<file path="src/rtl/uart_tx_arbiter.sv">
// uart_tx_arbiter: shares one UART transmitter among NREQ byte
// requesters using round-robin grants and a done watchdog.
//
// Ports:
//   clk, rst_n      clock, async active-low reset
//   req_valid/data  per-requester byte offer (byte i at [8i+7:8i])
//   req_ready       one-hot accept pulse (transfer = valid & ready)
//   tx_start/byte   one-cycle start strobe and byte to transmitter
//   tx_active/done  transmitter status inputs
//   grant_id        index of last granted requester
//   busy            controller not in IDLE
//   timeout_err     sticky watchdog flag, cleared by err_clr

module uart_tx_arbiter #(
  parameter int NREQ           = 4,
  parameter int TIMEOUT_CYCLES = 2048,
  parameter int TW             = 12,
  localparam int GW = (NREQ > 1) ? $clog2(NREQ) : 1
) (
  input  logic              clk,
  input  logic              rst_n,
  input  logic [NREQ-1:0]   req_valid,
  input  logic [8*NREQ-1:0] req_data,
  output logic [NREQ-1:0]   req_ready,
  output logic              tx_start,
  output logic [7:0]        tx_byte,
  input  logic              tx_active,
  input  logic              tx_done,
  output logic [GW-1:0]     grant_id,
  output logic              busy,
  output logic              timeout_err,
  input  logic              err_clr
);

  typedef enum logic [1:0] {
    IDLE      = 2'd0,
    ISSUE     = 2'd1,
    WAIT_DONE = 2'd2
  } state_e;

  localparam logic [TW-1:0] TMAX = TW'(TIMEOUT_CYCLES - 1);
  localparam logic [GW-1:0] LAST = GW'(NREQ - 1);

  state_e          state_q;
  logic [GW-1:0]   grant_id_q;
  logic [7:0]      tx_byte_q;
  logic            tx_start_q;
  logic            busy_q;
  logic            timeout_err_q;
  logic            done_q;
  logic [TW-1:0]   timer_q;

  logic            done_rise;
  logic            tx_idle;
  logic            any_hit;
  logic            grant_go;
  logic [GW-1:0]   pick_d;
  logic [GW-1:0]   cand;
  int              cand_int;

  assign done_rise = tx_done & ~done_q;
  assign tx_idle   = ~tx_active & ~tx_done;

  // Round-robin search starting one past the last grant.
  always_comb begin
    any_hit  = 1'b0;
    pick_d   = grant_id_q;
    cand_int = 0;
    cand     = '0;
    for (int i = 1; i <= NREQ; i++) begin
      cand_int = int'(grant_id_q) + i;
      if (cand_int >= NREQ) begin
        cand_int = cand_int - NREQ;
      end
      cand = GW'(cand_int);
      if (!any_hit && req_valid[cand]) begin
        any_hit = 1'b1;
        pick_d  = cand;
      end
    end
  end

  // Accept is combinational so the byte is taken in the IDLE
  // cycle and the start strobe follows one cycle later. Gating
  // with rst_n keeps ready low while reset is held.
  assign grant_go = rst_n && (state_q == IDLE) &&
                    any_hit && tx_idle;

  assign req_ready = grant_go ? (NREQ'(1) << pick_d) : '0;

  always_ff @(posedge clk or negedge rst_n) begin
    if (!rst_n) begin
      state_q       <= IDLE;
      grant_id_q    <= LAST;
      tx_byte_q     <= '0;
      tx_start_q    <= 1'b0;
      busy_q        <= 1'b0;
      timeout_err_q <= 1'b0;
      done_q        <= 1'b0;
      timer_q       <= '0;
    end else begin
      done_q     <= tx_done;
      tx_start_q <= 1'b0;
      if (err_clr) begin
        timeout_err_q <= 1'b0;
      end
      unique case (state_q)
        IDLE: begin
          if (grant_go) begin
            tx_byte_q  <= req_data[8*pick_d +: 8];
            grant_id_q <= pick_d;
            tx_start_q <= 1'b1;
            busy_q     <= 1'b1;
            state_q    <= ISSUE;
          end
        end
        ISSUE: begin
          timer_q <= '0;
          state_q <= WAIT_DONE;
        end
        WAIT_DONE: begin
          if (timer_q != '1) begin
            timer_q <= timer_q + 1'b1;
          end
          if (done_rise) begin
            busy_q  <= 1'b0;
            state_q <= IDLE;
          end else if (timer_q == TMAX) begin
            // set beats a same-cycle err_clr
            timeout_err_q <= 1'b1;
            busy_q        <= 1'b0;
            state_q       <= IDLE;
          end
        end
        default: begin
          busy_q  <= 1'b0;
          state_q <= IDLE;
        end
      endcase
    end
  end

  assign tx_start    = tx_start_q;
  assign tx_byte     = tx_byte_q;
  assign grant_id    = grant_id_q;
  assign busy        = busy_q;
  assign timeout_err = timeout_err_q;

endmodule

</file>
<file path="config.mk">
export PLATFORM = sky130hd
export DESIGN_NAME = uart_tx_arbiter
export DESIGN_NICKNAME = d
export VERILOG_FILES = /design/src/rtl/uart_tx_arbiter.sv
export SDC_FILE = /design/constraint.sdc
export NUM_CORES = 1
export LEC_CHECK = 0
export ABC_AREA = 1
export CELL_PAD_IN_SITES_DETAIL_PLACEMENT = 1
export CELL_PAD_IN_SITES_GLOBAL_PLACEMENT = 1
export CORE_ASPECT_RATIO = 0.9
export CORE_UTILIZATION = 33
export CTS_CLUSTER_DIAMETER = 100
export CTS_CLUSTER_SIZE = 24
export DETAILED_ROUTE_END_ITERATION = 10
export PLACE_DENSITY_LB_ADDON = 0.2
export SLEW_MARGIN = 40
export SYNTH_ARGS = -nofsm -noshare
export SYNTH_HDL_FRONTEND = slang
export SYNTH_SLANG_ARGS = --single-unit
</file>
<file path="constraint.sdc">
create_clock -name clk -period 4.3 [get_ports clk]
set_input_delay 0.43 -clock clk [delete_from_list [all_inputs] [get_ports clk]]
set_output_delay 0.43 -clock clk [all_outputs]
set_load 0.05 [all_outputs]
</file>
==> out/metrics.cfg, run 1 <==
[run_status]
status = completed

[critical_path]
arrival_ns = 2.90
crit_top_cell = nand2_2
required_ns = 3.87
max_stage_delay_ns = 0.83
worst_path_max_delay_cell = clkdlybuf4s50_1
crit_type = reg -> out
path_cells = inv_8 > nand2_1 > nand2_2 > nand2_2 > nand2_2 > inv_4 > nand2_2 > nand2_8 > nand2_8 > nor3_2 > clkdlybuf4s50_1
cp-start-kind = flip-flop
critPathMaxFanout = 19
crit_path_end_kind = output port

[timing]
fin_tns_setup_ns = 0
tightestPinTransition_ns = 0.540
finalHoldViolCount = 0
min_period_ns = 3.33
skew_ns = 0.00409
setup_ws_ns = 0.966
fin_crit_sh_pct = 77.5
setup_viol = 0
fmax_mhz = 300
finalMaxSlewViolations = 0
rsz0062_at_grt = no
relSlewSlack_pct = 63.9

[cells_and_area]
final_util_pct = 47.6
drive_above_1_share_pct = 13.6
mostFrequentLayoutCell = nand2_1
area_delta_synth_final_pct = 34.5
fin_nets = 360
antenna_cells = 0
layout_common_cells = 82 x nand2_1, 54 x clkdlybuf4s50_1, 47 x nand3_1
nFillCells = 686
stdcell_count = 384

[detailed_routing]
wl_met3_um = 156
ant_nets = 0
drc_errors = 0
dr.max_layer_used = met4
via_per_inst = 4.98
drt_iter0_markers = 72
dr_wl_met2_um = 2790
dr.pass1.iters = 4
wl_per_cell_um = 14.1
vias = 1914
drt-total-wl_um = 5410
wl_met1_um = 2430

[global_routing]
grt_overflow = 0
grt.total_usage_pct = 19.5
antenna_found_initial = 0
grt_pass1_wl_um = 9070
grt_max_degree = 29
first_global_vias = 1949

[logic_synthesis]
synth_cell_type_count = 33
syn-num-nets = 304
synth_cells = 262
mappedNetlistArea_um2 = 1920
yosys_warnings = 0
yosys-top-cells-area = dfrtp_1 34%, nand2_1 16%, nand3_1 12%
syn_avg_cell_area_um2 = 7.32
synth_top_area_share_pct = 33.9
synth_seq_cells = 28
yosysSeqAreaShare_pct = 36.7
synth_top_area_cell = dfrtp_1

[clock_tree]
cts.sinks = 28
cts-root-buf = clkbuf_8
path_clk_slew_ns = 0.10
tritoncts = yes
cts_buffer_depth = 2
clk_latency_ns = 0.28
htree_num_levels = 1
ctsResizeCount = 0
numCtsBuffers = 3
postCtsHoldBufs = 0
cts_setup_buffers = 0

[die]
core_area_um2 = 5410
ios = 58
die_area_um2 = 6120
die_w_um = 82.3
rows = 25
die_y_um = 74.3
start_util_pct = 35.4

[place]
place_ws_ns = 1.10
gp_congestion = 0.808
place_hpwl_um = 4250
dp.cells = 380
port_buffers = 57

[hold_path]
hold_class = reg -> reg

[power]
leakagePower_nw = 1.21
p_per_area_nw_per_um2 = 719
finalPower_w = 0.00185
irDropWorstVdd_mv = 0.390

[run]
cap_violations = 0

## worst paths after layout
path                                          from                 endpoint  slack, ns  cells after the start
setup / recovery           grant_id[0]$_DFFE_PN1P_             req_ready[0]       0.97                     11
hold / removal                    busy$_DFFE_PN0P_         busy$_DFFE_PN0P_       0.50                      2
setup reg to reg           grant_id[0]$_DFFE_PN1P_   tx_byte[7]$_DFFE_PN0P_       2.08                     11
hold reg to reg                   busy$_DFFE_PN0P_         busy$_DFFE_PN0P_       0.50                      2
max in group asynchronous                    rst_n  grant_id[1]$_DFFE_PN1P_       3.41                      2
min in group asynchronous                    rst_n    timeout_err$_DFF_PN0_       0.58                      2
## stage by stage
stage	area (um2)	hold WS, ns
2_1_floorplan	1920	0.134
3_3_place_gp	2510	0.467
3_5_place_dp	2510	0.484
4_1_cts	2580	0.509
5_1_grt	2580	0.536
6_report	2580	0.502
## cells by family (layout without fill, tap and decap cells)
group | after synthesis | after routing | share of synthesized area (%)
simple gates | 176 | 176 | 45.4
buf+inv | 30 | 85 | 8.42
flops | 28 | 28 | 36.7
compound gates | 21 | 21 | 6.07
xor+xnor | 6 | 6 | 2.74
fa+ha+maj | 1 | 1 | 0.653
## critical path, delay by kind of cell, from the launching register on
kind	cells	cell delay (ns)
buffers and inverters	3	1.00
DFF	1	0.72
and+or+nand+nor	8	0.89
## layer usage
metal | track usage (%) | up-vias
met2 | 35.9 | 28
met3 | 3.68 | 4
met1 | 24.4 | 921
li1 | - | 961
met4 | 1.75 | 0
met5 | 0 | -
## cells in the mapped netlist, drive strengths merged
master  instances
inv            23
nor3            4
a21oi           6
xor2            5
and2            1
nor3b           1
nor2           13
nand3          49
o21ai          10
nand2         106
o31ai           1
dfstp           2
o22ai           4
dfrtp          26
xnor2           1
buf             7
nand4           2
ha              1
## sequential cells by signal (all words and copies together), names as in the netlist
| signal | count |
|---|---|
| grant_id | 2 |
| tx_byte | 8 |
| timer_q | 12 |
| busy | 1 |
| tx_start | 1 |
| timeout_err | 1 |
| done_q | 1 |
| state_q | 2 |
## where the power goes
part / switching (W) / internal (W)
Clock: 0.0000876 / 0.000125
Combinational: 0.000838 / 0.000386
Sequential: 0.0000741 / 0.000341
Total: 0.00100 / 0.000852
## final cells by class
type / count / area, um2 / share of cell area, %
Multi-Input combinational cell: 204 / 1050 / 40.8
Clock inverter: 1 / 30.0 / 1.17
Inverter: 23 / 96.3 / 3.74
Timing Repair Buffer: 58 / 571 / 22.1
Clock buffer: 3 / 41.3 / 1.60
Tap cell: 67 / 83.8 / 3.25
Sequential cell: 28 / 703 / 27.3
(Power assumes the default switching activity.)
==> run 2: changes to the inputs <==
clock period = 3.4 ns   (was 4.3 ns; I/O delays follow)
==> run 2 against run 1 <==
Against the previous run: setup slack lost 0.49 ns; wire length shrank 1.8%; sequential share of layout area shrank 0.49 points; clock-buffer cell count is the same; clock skew grew 0.0015 ns; global-route usage shrank 0.14 points; worst hold slack lost 0.018 ns; combinational power grew 30%; die area is the same; critical path type unchanged.
==> out/metrics.cfg, run 2 (same netlist as run 1, synthesis figures left out) <==
[timing]
rsz0062_at_grt = no
skew_ns = 0.00561  ; +0.00152 ns
setup_viol = 0  ; unchanged
relSlewSlack_pct = 63.4  ; -0.50 points
finalHoldViolCount = 0  ; unchanged
fin_tns_setup_ns = 0  ; unchanged
tightestPinTransition_ns = 0.547  ; +0.00741 ns
hold_ws_ns = 0.484  ; -0.0180 ns
finalMaxSlewViolations = 0  ; unchanged
fin_crit_sh_pct = 86.1
min_period_ns = 2.93
setup_ws_ns = 0.474  ; -0.492 ns
fmax_mhz = 342

[global_routing]
grt.total_usage_pct = 19.4  ; -0.14 points
grt_util_met1_pct = 24.4  ; -0.061 points
grt_use_met2_pct = 35.1  ; -0.83 points
top_usage_layer = met2
first_global_vias = 1943  ; -0.31%
antenna_found_initial = 0  ; unchanged
use_met3_pct = 3.80  ; +0.12 points
grt_overflow = 0  ; unchanged
grt_pass1_wl_um = 8900  ; -1.9%
grt_max_degree = 29  ; unchanged

[cells_and_area]
regMostFlops = timer_q
final_area_um2 = 2630  ; +1.8%
final_util_pct = 48.5  ; +0.88 points
antenna_cells = 0  ; unchanged
largest_reg_flops = 12  ; unchanged
area_delta_synth_final_pct = 36.9
fin_nets = 360  ; unchanged
mostFrequentLayoutCell = nand2_1
layout_common_cells = 82 x nand2_1, 53 x clkdlybuf4s50_1, 47 x nand3_1
drive_above_1_share_pct = 13.9  ; +0.32 points
nFillCells = 670  ; -2.3%

[clock_tree]
cts.sinks = 28  ; unchanged
cts_setup_buffers = 0  ; unchanged
tritoncts = yes
numCtsBuffers = 3  ; unchanged
clk_latency_ns = 0.28  ; about the same
postCtsHoldBufs = 0  ; unchanged
htree_num_levels = 1  ; unchanged
cts_buffer_depth = 2  ; unchanged
cts-root-buf = clkbuf_8
ctsResizeCount = 0  ; unchanged
path_clk_slew_ns = 0.10  ; about the same

[critical_path]
critPathMaxFanout = 14  ; -5
critical_path_buf_inv_count = 3  ; unchanged
cp-start-kind = flip-flop
path_cells = nand2_1 > nand2_1 > nand2_2 > nand2_4 > inv_1 > nand4_1 > nand2_2 > inv_1 > nand2_1 > nor2_1 > buf_12
crit_top_cell = nand2_1
cp_top_family = simple AND/OR/NAND/NOR gates
crit_path_end_kind = output port
max_stage_delay_ns = 0.72  ; -0.11 ns
required_ns = 3.06  ; -0.81 ns
worst_path_max_delay_cell = dfstp_2
crit_type = reg -> out
arrival_ns = 2.59  ; -0.31 ns

[die]
core_area_um2 = 5410  ; unchanged
ios = 58  ; unchanged
die_w_um = 82.3  ; unchanged
start_util_pct = 35.4  ; unchanged
die_y_um = 74.3  ; unchanged
die_area_um2 = 6120  ; unchanged
rows = 25  ; unchanged

[place]
place_hpwl_um = 4260  ; +0.23%
dpl_cell_area_um2 = 2550  ; +1.9%
port_buffers = 57  ; unchanged
gp_congestion = 0.807  ; -0.15%
place_ws_ns = 0.651  ; -0.452 ns

[run_status]
status = completed

[detailed_routing]
drt_iter0_markers = 59  ; -18%
ant_nets = 0  ; unchanged
drt-total-wl_um = 5310  ; -1.8%
wl_per_cell_um = 13.8  ; -1.8%
vias = 1894  ; -1.0%
dr.pass1.iters = 4  ; unchanged
via_per_inst = 4.93  ; -1.0%
drc_errors = 0  ; unchanged

[power]
p_per_area_nw_per_um2 = 902  ; +26%
leakagePower_nw = 1.22  ; +1.1%
irDropWorstVdd_mv = 0.665  ; +71%

[hold_path]
hold_class = reg -> reg

[run]
cap_violations = 0  ; unchanged

## run 2: final cells by class
cell class,count,area [um2],area share [%]
timing repair buffer,58,618,23.5
inverter,23,96.3,3.67
sequential,28,703,26.8
clock inverter,1,30.0,1.14
clock buffer,3,41.3,1.57
tap,67,83.8,3.19
multi-input combinational,204,1050,40.1
## run 2: routing by layer
layer	vias up	routed length, um
li1	958	-
met1	905	2450
met2	26	2680
met3	5	150
met4	0	21
met5	-	0
## run 2: worst min-delay path: stages (launching register included)
cell and delay [ns]:
dfrtp_1 0.36, nand2_1 0.05, nand2_1 0.05
## run 2: final timing paths
kind	start	end	slack, ns	depth (start not counted)
max in group asynchronous	rst_n	grant_id[1]$_DFFE_PN1P_	2.59	2
setup reg to reg	grant_id[0]$_DFFE_PN1P_	tx_byte[1]$_DFFE_PN0P_	1.25	11
setup / recovery	grant_id[0]$_DFFE_PN1P_	req_ready[1]	0.47	11
hold / removal	busy$_DFFE_PN0P_	busy$_DFFE_PN0P_	0.48	2
min in group asynchronous	rst_n	timeout_err$_DFF_PN0_	0.49	2
hold reg to reg	busy$_DFFE_PN0P_	busy$_DFFE_PN0P_	0.48	2
## run 2: power by group
group          total (W)  switching [W]  internal (W)  leakage, nW
clock           0.000268       0.000110      0.000158       0.0357
combinational    0.00158        0.00107      0.000504        0.822
sequential      0.000524      0.0000924      0.000431        0.364
total            0.00237        0.00128       0.00109         1.22
## run 2: stage by stage
step,total power [W],instances
2_1_floorplan,0.00178,262
3_3_place_gp,0.00210,380
3_5_place_dp,0.00212,380
4_1_cts,0.00241,384
5_1_grt,0.00257,384
6_report,0.00237,384
